### config.mk
export PLATFORM = sky130hd
export DESIGN_NAME = arb_rr_lock
export DESIGN_NICKNAME = d
export VERILOG_FILES = /design/src/rtl/arb_rr_lock.sv
export SDC_FILE = /design/constraint.sdc
export NUM_CORES = 1
export LEC_CHECK = 0
export CORE_MARGIN = 1
export CORE_UTILIZATION = 45
export CTS_BUF_LIST = sky130_fd_sc_hd__clkbuf_4 sky130_fd_sc_hd__clkbuf_8
export DETAILED_ROUTE_END_ITERATION = 8
export GPL_TIMING_DRIVEN = 0
export PLACE_DENSITY = 0.77
export SYNTH_ARGS = -nofsm -noshare
export SYNTH_HDL_FRONTEND = slang
export SYNTH_SLANG_ARGS = --single-unit
### constraint.sdc
create_clock -name clk -period 3.5 [get_ports clk]
set_clock_uncertainty 0.2 [all_clocks]
set_input_delay 0.525 -clock clk [delete_from_list [all_inputs] [get_ports clk]]
set_output_delay 0.525 -clock clk [all_outputs]
set_load 0.1 [all_outputs]
### src/rtl/arb_rr_lock.sv
// N-way arbiter with runtime-selectable round-robin / fixed priority and
// per-requestor grant locking bounded by a hold limit. Grants are registered.
module arb_rr_lock #(
  parameter int N        = 4,
  parameter int MAX_HOLD = 8,
  parameter int IDW      = $clog2(N)
) (
  input  logic           clk,
  input  logic           rst,
  input  logic [N-1:0]   req,
  input  logic [N-1:0]   lock,
  input  logic           prio_mode,
  output logic [N-1:0]   gnt,
  output logic           gnt_valid,
  output logic [IDW-1:0] gnt_id
);

  localparam int HCW = (MAX_HOLD > 2) ? $clog2(MAX_HOLD) : 1;
  localparam logic [HCW-1:0] HOLD_LAST = HCW'((MAX_HOLD > 0) ? (MAX_HOLD - 1) : 0);
  localparam logic [HCW-1:0] HOLD_SAT  = '1;

  logic [N-1:0]   gnt_q, gnt_d;
  logic [IDW-1:0] gnt_id_q, gnt_id_d;
  logic [IDW-1:0] ptr_q, ptr_d;
  logic [HCW-1:0] hold_cnt_q, hold_cnt_d;

  logic           owner_locked;
  logic           under_limit;
  logic           others_req;
  logic [N-1:0]   cand;
  logic           win_found;
  logic [IDW-1:0] win_idx;

  always_comb begin
    gnt_d      = gnt_q;
    gnt_id_d   = gnt_id_q;
    ptr_d      = ptr_q;
    hold_cnt_d = hold_cnt_q;
    cand       = req;
    win_found  = 1'b0;
    win_idx    = '0;

    owner_locked = (|gnt_q) && req[gnt_id_q] && lock[gnt_id_q];
    under_limit  = (MAX_HOLD == 0) || (hold_cnt_q < HOLD_LAST);
    others_req   = |(req & ~gnt_q);

    if (owner_locked && (under_limit || !others_req)) begin
      // A limit-reached owner with no competitor keeps the grant; its count stays put.
      if (under_limit && (hold_cnt_q != HOLD_SAT))
        hold_cnt_d = hold_cnt_q + 1'b1;
    end else begin
      if (owner_locked)
        cand = req & ~gnt_q;
      for (int i = 0; i < N; i++) begin
        if (!win_found) begin
          if (prio_mode) begin
            if (cand[i]) begin
              win_found = 1'b1;
              win_idx   = IDW'(i);
            end
          end else if (cand[(int'(ptr_q) + i) % N]) begin
            win_found = 1'b1;
            win_idx   = IDW'((int'(ptr_q) + i) % N);
          end
        end
      end

      hold_cnt_d = '0;
      gnt_d      = '0;
      gnt_id_d   = '0;
      if (win_found) begin
        gnt_d[win_idx] = 1'b1;
        gnt_id_d       = win_idx;
        ptr_d          = IDW'((int'(win_idx) + 1) % N);
      end
    end
  end

  always_ff @(posedge clk or negedge rst) begin
    if (!rst) begin
      gnt_q      <= '0;
      gnt_id_q   <= '0;
      ptr_q      <= '0;
      hold_cnt_q <= '0;
    end else begin
      gnt_q      <= gnt_d;
      gnt_id_q   <= gnt_id_d;
      ptr_q      <= ptr_d;
      hold_cnt_q <= hold_cnt_d;
    end
  end

  assign gnt       = gnt_q;
  assign gnt_valid = |gnt_q;
  assign gnt_id    = gnt_id_q;

endmodule

==> impl_metrics.prom, run 1 <==
# TYPE chip_impl_metric gauge
chip_impl_metric{name="port_buffers",unit=""} 17
chip_impl_metric{name="place.detailed.hpwl",unit="µm"} 1850
chip_impl_metric{name="die-width",unit="µm"} 48.9
chip_impl_info{name="post_synth_main_area_contributors",value="dfrtp_1, nand2_1, mux4_2"} 1
chip_impl_metric{name="hold_buffers",unit=""} 0
chip_impl_metric{name="crit_path_max_incr_delay",unit="ns"} 0.62
chip_impl_info{name="worstSetupPathType",value="input port to register"} 1
chip_impl_metric{name="postSynthAreaPerCell",unit="µm²"} 8.46
chip_impl_metric{name="leakage",unit="nW"} 0.522
chip_impl_metric{name="drt_wl_total",unit="µm"} 2410
chip_impl_metric{name="area_share_of_the_largest_cell_type_after_synthesis",unit="%"} 27.8
chip_impl_metric{name="post-cts-setup-buffers",unit=""} 0
chip_impl_info{name="run_status",value="complete, no violations"} 1
chip_impl_metric{name="cp_data_arrival_time",unit="ns"} 3.30
chip_impl_metric{name="timing.critical_path.buf_inv",unit=""} 1
chip_impl_metric{name="final_gp_congestion",unit=""} 0.894
chip_impl_info{name="cts_tree",value="built"} 1
chip_impl_info{name="grt_setup_unrepaired",value="no"} 1
chip_impl_metric{name="initial_antenna_violation_count",unit=""} 0
chip_impl_info{name="cts_root_buffer",value="clkbuf_4"} 1
chip_impl_info{name="worstReg2RegEnd",value="gnt[2]"} 1
chip_impl_metric{name="fmaxAchievable",unit="GHz"} 0.299
chip_impl_metric{name="clockBufferDepth",unit=""} 2
chip_impl_metric{name="route.vias.total",unit=""} 1013
chip_impl_metric{name="routed_via_density",unit=""} 6.14
chip_impl_metric{name="gr-usage-all-layers",unit="%"} 22.2
chip_impl_metric{name="cp.required",unit="ns"} 3.46
chip_impl_info{name="critical-path-top-delay-family",value="compound AO/OA/AOI/OAI gates"} 1
chip_impl_metric{name="pin_count_of_the_biggest_net_entering_global_routing",unit=""} 12
chip_impl_metric{name="postSynthCellCount",unit=""} 117
chip_impl_metric{name="first_global_vias",unit=""} 958
chip_impl_metric{name="clock_tree.htree_level_count",unit=""} 1
chip_impl_metric{name="postLayoutCellArea",unit="µm²"} 1220
chip_impl_metric{name="design_power_total",unit="mW"} 1.14
chip_impl_metric{name="finalSetupViolations",unit=""} 0
chip_impl_metric{name="worst_ir_drop_on_vdd",unit="µV"} 724
chip_impl_metric{name="number_of_cells_traversed_by_the_worst_register_to_register_path",unit=""} 8
chip_impl_metric{name="critPathMaxFanout",unit=""} 8
chip_impl_metric{name="drive_above_1_share",unit="%"} 12.3
chip_impl_metric{name="timing.final.hold_violations",unit=""} 0
chip_impl_metric{name="cts-buffers-inserted",unit=""} 3
chip_impl_metric{name="worst_slew_margin_rel",unit="%"} 35.2
chip_impl_metric{name="die_height",unit="µm"} 48.9
chip_impl_metric{name="fp.dieArea",unit="µm²"} 2390
chip_impl_metric{name="area_growth",unit="%"} 23.4
chip_impl_metric{name="layout.nets",unit=""} 152
chip_impl_info{name="crit_path_cell_trace",value="clkdlybuf4s50_1 -> nand2_1 -> mux4_2 -> o21ai_4 -> o21ai_2 -> a211o_1 -> o41ai_4 -> nor2_2 -> a22o_1"} 1
chip_impl_metric{name="synthesis.nets",unit=""} 130
chip_impl_metric{name="num_antenna_cells",unit=""} 0
chip_impl_metric{name="worst-r2r-setup-slack",unit="ns"} 0.55
chip_impl_metric{name="synth-async-reset-ratio",unit="%"} 100
chip_impl_metric{name="max_slew.worst_pin.slew",unit="ns"} 0.969
chip_impl_metric{name="num_rows",unit=""} 16
chip_impl_metric{name="cts.reportedPaths.clkPinSlew",unit="ns"} 0.07
chip_impl_info{name="hold_start",value="hold_cnt_q[0]"} 1
chip_impl_metric{name="syn-cell-area",unit="µm²"} 990
chip_impl_metric{name="yosys_register_bits",unit=""} 11
chip_impl_info{name="reg_to_reg_critical_path_startpoint",value="gnt_id[1]"} 1
chip_impl_metric{name="place_area",unit="µm²"} 1190
chip_impl_info{name="synthFlopType",value="dfrtp_1"} 1
chip_impl_metric{name="final_util",unit="%"} 60.4
chip_impl_metric{name="synth.yosys.seq_area_share",unit="%"} 27.8
chip_impl_metric{name="ctsResizeCount",unit=""} 0
chip_impl_metric{name="gr-total-overflow",unit=""} 0
chip_impl_metric{name="io_pins",unit=""} 18
chip_impl_info{name="cell_with_the_most_instances_after_synthesis",value="nand2_1"} 1
chip_impl_metric{name="grt_pass1_wl",unit="µm"} 4170
chip_impl_metric{name="final.period_utilization",unit="%"} 95.5
chip_impl_metric{name="skew_pair_late_insertion_delay",unit="ns"} 0.27
chip_impl_metric{name="floorplan.core_area",unit="µm²"} 2020
chip_impl_metric{name="power.density",unit="nW/µm²"} 934
chip_impl_metric{name="worst_hold_path.num_cells",unit=""} 1
chip_impl_metric{name="synth-edff-count",unit=""} 0
chip_impl_metric{name="drtAntennaViolNets",unit=""} 0
chip_impl_metric{name="firstDrtPassIters",unit=""} 4
chip_impl_info{name="synth.top_cells.by_count",value="nand2_1, dfrtp_1, inv_1"} 1
chip_impl_metric{name="initialDrtViolationCount",unit=""} 62
chip_impl_metric{name="final-max-slew-violation-count",unit=""} 0
chip_impl_metric{name="period_needed",unit="ns"} 3.34
chip_impl_metric{name="synth.lib_cells_used.distinct",unit=""} 41
chip_impl_info{name="critPathCaptureType",value="register"} 1
chip_impl_info{name="synthDominantAreaCellType",value="dfrtp_1"} 1
chip_impl_metric{name="starting_utilization_of_the_core_area",unit="%"} 48.9
chip_impl_info{name="cpMaxStageDelayCell",value="clkdlybuf4s50_1"} 1
chip_impl_metric{name="post-route-drc-count",unit=""} 0
chip_impl_metric{name="setup_total_neg_slack",unit="ns"} 0
chip_impl_info{name="hold-path-endpoint",value="hold_cnt_q[0]"} 1
chip_impl_metric{name="sink_count",unit=""} 11
chip_impl_metric{name="wl_per_cell",unit="µm"} 14.6
chip_impl_info{name="setup.worst_path.start_class",value="input port"} 1
chip_impl_info{name="hold_class",value="register to register"} 1
chip_impl_metric{name="yosysWarningCount",unit=""} 0
chip_impl_metric{name="timing.max_cap.violations",unit=""} 0
==> power by group <==
group | leakage, nW | total [mW] | switching [mW] | internal (mW)
registers | 0.141 | 0.226 | 0.0502 | 0.176
clock network | 0.0177 | 0.0856 | 0.0433 | 0.0423
logic | 0.363 | 0.829 | 0.576 | 0.253
==> worst max-delay path by stage <==
stage	start	endpoint	slack [ns]	cells after the start
floorplan	gnt_id[1]	gnt[2]	0.18	8
global placement	req[1]	gnt[2]	-0.08	9
detailed placement	req[1]	gnt[2]	-0.09	9
CTS	req[1]	gnt[2]	0.17	9
global route	req[2]	gnt[3]	0.05	9
finish	req[1]	gnt[2]	0.16	9
==> sequential cells by signal (all words and copies together), names as in the netlist <==
signal / flops
ptr_q: 2
gnt_id: 2
hold_cnt_q: 3
gnt: 4
==> stage by stage <==
step	instances	setup slack (ns)	hold slack (ns)
floorplan	117	0.185	0.0294
global placement	161	-0.0804	0.326
detailed placement	161	-0.0938	0.334
CTS	165	0.172	0.347
global route	165	0.0493	0.382
finish	165	0.158	0.348
==> logic make-up (layout without fill, tap and decap cells) <==
| family | count (synthesis) | after routing | synth area share, % |
|---|---|---|---|
| buf+inv | 15 | 36 | 5.81 |
| compound gates | 50 | 50 | 39.6 |
| mux | 5 | 5 | 7.59 |
| simple gates | 33 | 33 | 15.8 |
| fa+ha+maj | 2 | 2 | 2.53 |
| xor+xnor | 1 | 1 | 0.885 |
| flops | 11 | 11 | 27.8 |
==> layout by cell type (no fill, tap or decap), drive strengths merged <==
master	instances
a211o	2
a211oi	3
a21boi	2
a21o	1
a21oi	7
a22o	2
a22oi	2
a31oi	1
a41oi	1
and2	4
buf	1
clkbuf	6
clkdlybuf4s50	17
clkinv	1
dfrtp	11
ha	2
inv	11
mux2i	3
mux4	2
nand2	13
nand2b	2
nor2	8
nor2b	2
nor3	2
nor4	1
o211ai	2
o21a	1
o21ai	10
o21bai	1
o221a	1
o221ai	3
o22ai	4
o31ai	4
o32a	2
o41ai	1
or4	1
xor2	1
==> per-layer routing <==
layer,routed length (µm),global-route usage (%)
met5,0,0
met2,1100,35.4
met4,12,6.86
met1,1120,30.5
met3,181,3.74
==> layout make-up <==
class                   count  area [µm²]
fillers                   188         801
clock inverters             1        5.00
inverters                  11        41.3
repair buffers             17         170
plain buffers               4        16.3
multi-input cells          91         657
flip-flops and latches     11         275
well taps                  27        33.8
clock buffers               3        22.5
Note: power is estimated with default switching activity, not from simulation.
==> inputs of run 2 (changes only) <==
Settings changed: CORE_MARGIN 1 to 4, CORE_UTILIZATION 45 to 47, DONT_BUFFER_PORTS from default to 1, PLACE_DENSITY 0.77 to 0.69.
==> impl_metrics.prom, run 2 (same netlist as run 1, synthesis figures left out) <==
# TYPE chip_impl_metric gauge
chip_impl_metric{name="sink_count",unit=""} 11
chip_impl_metric{name="clock_tree.htree_level_count",unit=""} 1
chip_impl_metric{name="postLayoutCellArea",unit="µm²"} 1070
chip_impl_metric{name="grt_pass1_wl",unit="µm"} 3960
chip_impl_metric{name="timing.max_cap.violations",unit=""} 0
chip_impl_info{name="grt_setup_unrepaired",value="no"} 1
chip_impl_metric{name="leakage",unit="nW"} 0.459
chip_impl_metric{name="setup_total_neg_slack",unit="ns"} 0
chip_impl_metric{name="layout.nets",unit=""} 136
chip_impl_metric{name="place.detailed.instances",unit=""} 144
chip_impl_metric{name="power.density",unit="nW/µm²"} 1010
chip_impl_metric{name="route.vias.total",unit=""} 958
chip_impl_metric{name="grtUsageMet1",unit="%"} 25.5
chip_impl_metric{name="timing.final.hold_violations",unit=""} 0
chip_impl_metric{name="die_height",unit="µm"} 53.9
chip_impl_metric{name="num_antenna_cells",unit=""} 0
chip_impl_metric{name="post-route-drc-count",unit=""} 0
chip_impl_metric{name="drt_wl_total",unit="µm"} 2370
chip_impl_metric{name="timing.final.ws_setup",unit="ns"} 0.220
chip_impl_metric{name="period_needed",unit="ns"} 3.28
chip_impl_metric{name="final.period_utilization",unit="%"} 93.7
chip_impl_info{name="cts_tree",value="built"} 1
chip_impl_info{name="final_common_cell",value="nand2_1"} 1
chip_impl_metric{name="skew_pair_late_insertion_delay",unit="ns"} 0.26
chip_impl_metric{name="final_util",unit="%"} 53.8
chip_impl_metric{name="pin_count_of_the_biggest_net_entering_global_routing",unit=""} 12
chip_impl_metric{name="design_power_total",unit="mW"} 1.07
chip_impl_metric{name="cp.required",unit="ns"} 3.45
chip_impl_metric{name="fp.dieArea",unit="µm²"} 2900
chip_impl_info{name="setup.worst_path.start_class",value="register"} 1
chip_impl_metric{name="place.detailed.hpwl",unit="µm"} 1860
chip_impl_metric{name="gr-total-overflow",unit=""} 0
chip_impl_info{name="run_status",value="complete, no violations"} 1
chip_impl_metric{name="holdWs",unit="ns"} 0.353
chip_impl_info{name="crit_path_cell_trace",value="inv_1 -> mux4_2 -> o21ai_4 -> o21ai_2 -> a211o_1 -> o41ai_4 -> nor2_2 -> a22o_1"} 1
chip_impl_metric{name="crit_path_max_incr_delay",unit="ns"} 0.64
chip_impl_metric{name="global_route.usage.met2",unit="%"} 29.6
chip_impl_metric{name="wl_per_cell",unit="µm"} 15.9
chip_impl_metric{name="worst_slew_margin_rel",unit="%"} 29.1
chip_impl_metric{name="fmaxAchievable",unit="GHz"} 0.305
chip_impl_metric{name="pre_cts_ws",unit="ns"} -0.110
chip_impl_metric{name="initialDrtViolationCount",unit=""} 31
chip_impl_metric{name="floorplan.core_area",unit="µm²"} 1980
chip_impl_metric{name="port_buffers",unit=""} 0
chip_impl_metric{name="firstDrtPassIters",unit=""} 4
chip_impl_metric{name="largest_register_ff_count",unit=""} 4
chip_impl_metric{name="num_rows",unit=""} 16
chip_impl_metric{name="clockBufferDepth",unit=""} 2
chip_impl_metric{name="place_area",unit="µm²"} 1020
chip_impl_metric{name="drtAntennaViolNets",unit=""} 0
chip_impl_metric{name="starting_utilization_of_the_core_area",unit="%"} 49.9
chip_impl_info{name="critPathCaptureType",value="register"} 1
chip_impl_metric{name="final_gp_congestion",unit=""} 0.902
chip_impl_info{name="critical-path-top-delay-family",value="compound AO/OA/AOI/OAI gates"} 1
chip_impl_metric{name="met3_track_demand_over_resource",unit="%"} 3.05
chip_impl_metric{name="first_global_vias",unit=""} 913
chip_impl_metric{name="initial_antenna_violation_count",unit=""} 0
chip_impl_metric{name="cts.reportedPaths.clkPinSlew",unit="ns"} 0.06
chip_impl_metric{name="max_slew.worst_pin.slew",unit="ns"} 1.06
chip_impl_info{name="cts_root_buffer",value="clkbuf_4"} 1
chip_impl_info{name="gr-max-usage-layer",value="met2"} 1
chip_impl_metric{name="final-max-slew-violation-count",unit=""} 0
chip_impl_metric{name="post_layout_nonfiller_instances",unit=""} 149
chip_impl_metric{name="cp_data_arrival_time",unit="ns"} 3.23
chip_impl_info{name="worstSetupPathType",value="register to register"} 1
chip_impl_metric{name="worst-r2r-setup-slack",unit="ns"} 0.22
chip_impl_metric{name="critPathMaxFanout",unit=""} 8
chip_impl_info{name="layout.cells.most_common_list",value="nand2_1, inv_1, dfrtp_1"} 1
chip_impl_info{name="hold_class",value="register to register"} 1
chip_impl_metric{name="timing.critical_path.buf_inv",unit=""} 1
chip_impl_metric{name="cts-buffers-inserted",unit=""} 3
chip_impl_metric{name="post-cts-setup-buffers",unit=""} 0
chip_impl_metric{name="io_pins",unit=""} 18
chip_impl_metric{name="gr-usage-all-layers",unit="%"} 18.5
chip_impl_metric{name="die-width",unit="µm"} 53.9
chip_impl_metric{name="drive_above_1_share",unit="%"} 15.6
chip_impl_metric{name="finalSetupViolations",unit=""} 0
chip_impl_info{name="cpMaxStageDelayCell",value="mux4_2"} 1
chip_impl_metric{name="routed_via_density",unit=""} 6.43
chip_impl_metric{name="area_growth",unit="%"} 7.71
chip_impl_metric{name="worst_ir_drop_on_vdd",unit="µV"} 702
==> run 2: final timing paths <==
path	start	end	cells past startpoint
worst min register to register	hold_cnt_q[0]	hold_cnt_q[0]	1
worst max register to register	gnt_id[1]	gnt[3]	8
worst max-delay path	gnt_id[1]	gnt[3]	8
max in group asynchronous	rst	gnt_id[1]	1
worst min-delay path	hold_cnt_q[0]	hold_cnt_q[0]	1
min in group asynchronous	rst	ptr_q[1]	1
==> run 2: cell type report <==
class	count	area, µm²
well taps	27	33.8
fillers	182	916
plain buffers	4	16.3
clock buffers	4	30.0
multi-input cells	91	657
flip-flops and latches	11	278
repair buffers	1	10.0
inverters	11	41.3
==> run 2: worst reg2reg max path, stage by stage (launching register included) <==
cell and delay (ns):
dfrtp_2 0.60, inv_1 0.23, mux4_2 0.64, o21ai_4 0.27
o21ai_2 0.08, a211o_1 0.34, o41ai_4 0.50, nor2_2 0.09
a22o_1 0.21
==> run 2: routing by layer <==
layer | vias to the layer above | routed length, µm
met1 | 445 | 1020
li1 | 455 | -
met3 | 6 | 221
met2 | 52 | 1090
met5 | - | 0
met4 | 0 | 31
==> run 2: where the power goes <==
| part | internal [mW] | total (mW) | switching [mW] |
|---|---|---|---|
| Combinational | 0.191 | 0.554 | 0.363 |
| Sequential | 0.174 | 0.427 | 0.253 |
| Clock | 0.0518 | 0.0909 | 0.0391 |
==> run 2: timing repair <==
item                                    4_1_cts  5_1_grt
hold buffers                                  1        0
hold endpoints to repair                     11        0
resized for setup                             1        1
endpoints found under the setup margin        7        4
==> inputs of run 3 (changes only) <==
Settings changed: CORE_MARGIN 4 to default.
==> impl_metrics.prom, run 3 (same netlist as run 1, synthesis figures left out) <==
# TYPE chip_impl_metric gauge
chip_impl_metric{name="power.density",unit="nW/µm²"} 1010
chip_impl_metric{name="finalSetupViolations",unit=""} 0
chip_impl_metric{name="critPathMaxFanout",unit=""} 8
chip_impl_info{name="cts_tree",value="built"} 1
chip_impl_metric{name="cts.reportedPaths.clkPinSlew",unit="ns"} 0.07
chip_impl_metric{name="num_antenna_cells",unit=""} 0
chip_impl_metric{name="fp.dieArea",unit="µm²"} 2290
chip_impl_metric{name="period_needed",unit="ns"} 3.31
chip_impl_metric{name="initial_antenna_violation_count",unit=""} 0
chip_impl_metric{name="clockBufferDepth",unit=""} 2
chip_impl_metric{name="fmaxAchievable",unit="GHz"} 0.302
chip_impl_info{name="worstSetupPathType",value="register to register"} 1
chip_impl_info{name="cts_root_buffer",value="clkbuf_4"} 1
chip_impl_info{name="setup.worst_path.start_class",value="register"} 1
chip_impl_metric{name="n_fill_cell",unit=""} 198
chip_impl_metric{name="first_global_vias",unit=""} 850
chip_impl_info{name="hold_class",value="register to register"} 1
chip_impl_info{name="crit_path_cell_trace",value="inv_1 -> mux4_2 -> o21ai_4 -> o21ai_2 -> a211o_1 -> o41ai_4 -> nor2_2 -> a22o_1"} 1
chip_impl_metric{name="place.detailed.instances",unit=""} 144
chip_impl_info{name="run_status",value="complete, no violations"} 1
chip_impl_metric{name="place_area",unit="µm²"} 1020
chip_impl_metric{name="timing.max_cap.violations",unit=""} 0
chip_impl_info{name="hold_start",value="hold_cnt_q[0]"} 1
chip_impl_metric{name="final_util",unit="%"} 54.2
chip_impl_metric{name="starting_utilization_of_the_core_area",unit="%"} 50.4
chip_impl_metric{name="routed_via_density",unit=""} 6.40
chip_impl_metric{name="place.detailed.hpwl",unit="µm"} 1820
chip_impl_metric{name="design_power_total",unit="mW"} 1.07
chip_impl_metric{name="worst_ir_drop_on_vdd",unit="µV"} 919
chip_impl_info{name="cpMaxStageDelayCell",value="mux4_2"} 1
chip_impl_metric{name="drt_wl_total",unit="µm"} 2400
chip_impl_metric{name="cts-buffers-inserted",unit=""} 3
chip_impl_metric{name="leakage",unit="nW"} 0.459
chip_impl_metric{name="wl_per_cell",unit="µm"} 16.1
chip_impl_info{name="final_common_cell",value="nand2_1"} 1
chip_impl_metric{name="gr-usage-all-layers",unit="%"} 24.0
chip_impl_metric{name="grt_pass1_wl",unit="µm"} 3820
chip_impl_metric{name="holdWs",unit="ns"} 0.363
chip_impl_metric{name="final_gp_congestion",unit=""} 0.911
chip_impl_metric{name="drive_above_1_share",unit="%"} 15.6
chip_impl_metric{name="gr-total-overflow",unit=""} 0
chip_impl_metric{name="post_layout_nonfiller_instances",unit=""} 149
chip_impl_metric{name="clock_tree.htree_level_count",unit=""} 1
chip_impl_metric{name="timing.final.ws_setup",unit="ns"} 0.188
chip_impl_metric{name="postLayoutCellArea",unit="µm²"} 1060
chip_impl_metric{name="io_pins",unit=""} 18
chip_impl_info{name="crit_path_start",value="gnt_id[1]"} 1
chip_impl_info{name="reg_to_reg_critical_path_startpoint",value="gnt_id[1]"} 1
chip_impl_metric{name="max_slew.worst_pin.slew",unit="ns"} 1.07
chip_impl_metric{name="cp.required",unit="ns"} 3.46
chip_impl_metric{name="die-width",unit="µm"} 47.9
chip_impl_metric{name="cp_data_arrival_time",unit="ns"} 3.27
chip_impl_info{name="critPathCaptureType",value="register"} 1
chip_impl_metric{name="largest_register_ff_count",unit=""} 4
chip_impl_metric{name="sink_count",unit=""} 11
chip_impl_metric{name="pin_count_of_the_biggest_net_entering_global_routing",unit=""} 12
chip_impl_metric{name="drtAntennaViolNets",unit=""} 0
chip_impl_metric{name="floorplan.core_area",unit="µm²"} 1960
chip_impl_metric{name="worst_slew_margin_rel",unit="%"} 28.7
chip_impl_metric{name="area_growth",unit="%"} 7.46
chip_impl_info{name="layout.cells.most_common_list",value="nand2_1, inv_1, dfrtp_1"} 1
chip_impl_metric{name="crit_path_max_incr_delay",unit="ns"} 0.64
chip_impl_metric{name="skew_pair_late_insertion_delay",unit="ns"} 0.27
chip_impl_metric{name="setup_total_neg_slack",unit="ns"} 0
chip_impl_metric{name="die_height",unit="µm"} 47.9
chip_impl_metric{name="final.period_utilization",unit="%"} 94.6
chip_impl_metric{name="port_buffers",unit=""} 0
chip_impl_metric{name="firstDrtPassIters",unit=""} 4
chip_impl_metric{name="final-max-slew-violation-count",unit=""} 0
chip_impl_metric{name="num_rows",unit=""} 16
chip_impl_metric{name="layout.nets",unit=""} 136
chip_impl_metric{name="pre_cts_ws",unit="ns"} -0.131
chip_impl_metric{name="timing.final.hold_violations",unit=""} 0
chip_impl_metric{name="post-route-drc-count",unit=""} 0
chip_impl_metric{name="initialDrtViolationCount",unit=""} 32
chip_impl_metric{name="route.vias.total",unit=""} 954
chip_impl_info{name="grt_setup_unrepaired",value="no"} 1
run 3: changes by cell type in the layout (fill, tap and decap cells not counted):
| cell | change |
|---|---|
| clkbuf_4 | -1 |
| clkinv_2 | +1 |
run 3: repair_timing:
action | CTS | global route
setup buffers | 0 | 0
gates resized for setup | 1 | 1
hold endpoints to repair | 11 | 0
setup endpoints to repair | 8 | 4
hold buffers | 1 | 0
run 3: metal layers:
layer,vias up,wire length (µm),global-route usage [%],part of all wire (%)
li1,453,-,-,-
met1,454,1060,33.8,44
met2,44,1090,37.6,45
met3,3,225,4.15,9.4
met4,0,21,7.22,0.87
met5,-,0,0,0
run 3: layout make-up:
cell class | instances | area, µm² | share of cell area (%)
flip-flops and latches | 11 | 278 | 26.1
multi-input cells | 91 | 657 | 61.8
plain buffers | 4 | 16.3 | 1.53
well taps | 27 | 33.8 | 3.18
repair buffers | 1 | 10.0 | 0.941
inverters | 11 | 41.3 | 3.88
clock buffers | 3 | 22.5 | 2.12
clock inverters | 1 | 5.00 | 0.471
run 3: path summary, 6_finish.rpt:
kind                       slack [ns]  depth (start not counted)       endpoint
max in group asynchronous        2.30                          1      gnt_id[1]
setup / recovery                 0.19                          8         gnt[2]
hold reg to reg                  0.36                          1  hold_cnt_q[0]
min in group asynchronous        0.44                          1         gnt[0]
setup reg to reg                 0.19                          8         gnt[2]
hold / removal                   0.36                          1  hold_cnt_q[0]
run 3: worst max-delay path, delay by kind of cell, from the launching register on:
family                 cells  cell delay (ns)
and+or+nand+nor            1             0.10
muxes                      1             0.64
AOI/OAI and AO/OA          5             1.40
buffers and inverters      1             0.23
DFF                        1             0.61
run 3: report_power, final:
part	total [mW]	switching [mW]	internal, mW	leakage [nW]
logic	0.559	0.368	0.191	0.302
clock network	0.0855	0.0432	0.0423	0.0177
registers	0.425	0.251	0.174	0.139
total	1.07	0.662	0.407	0.459
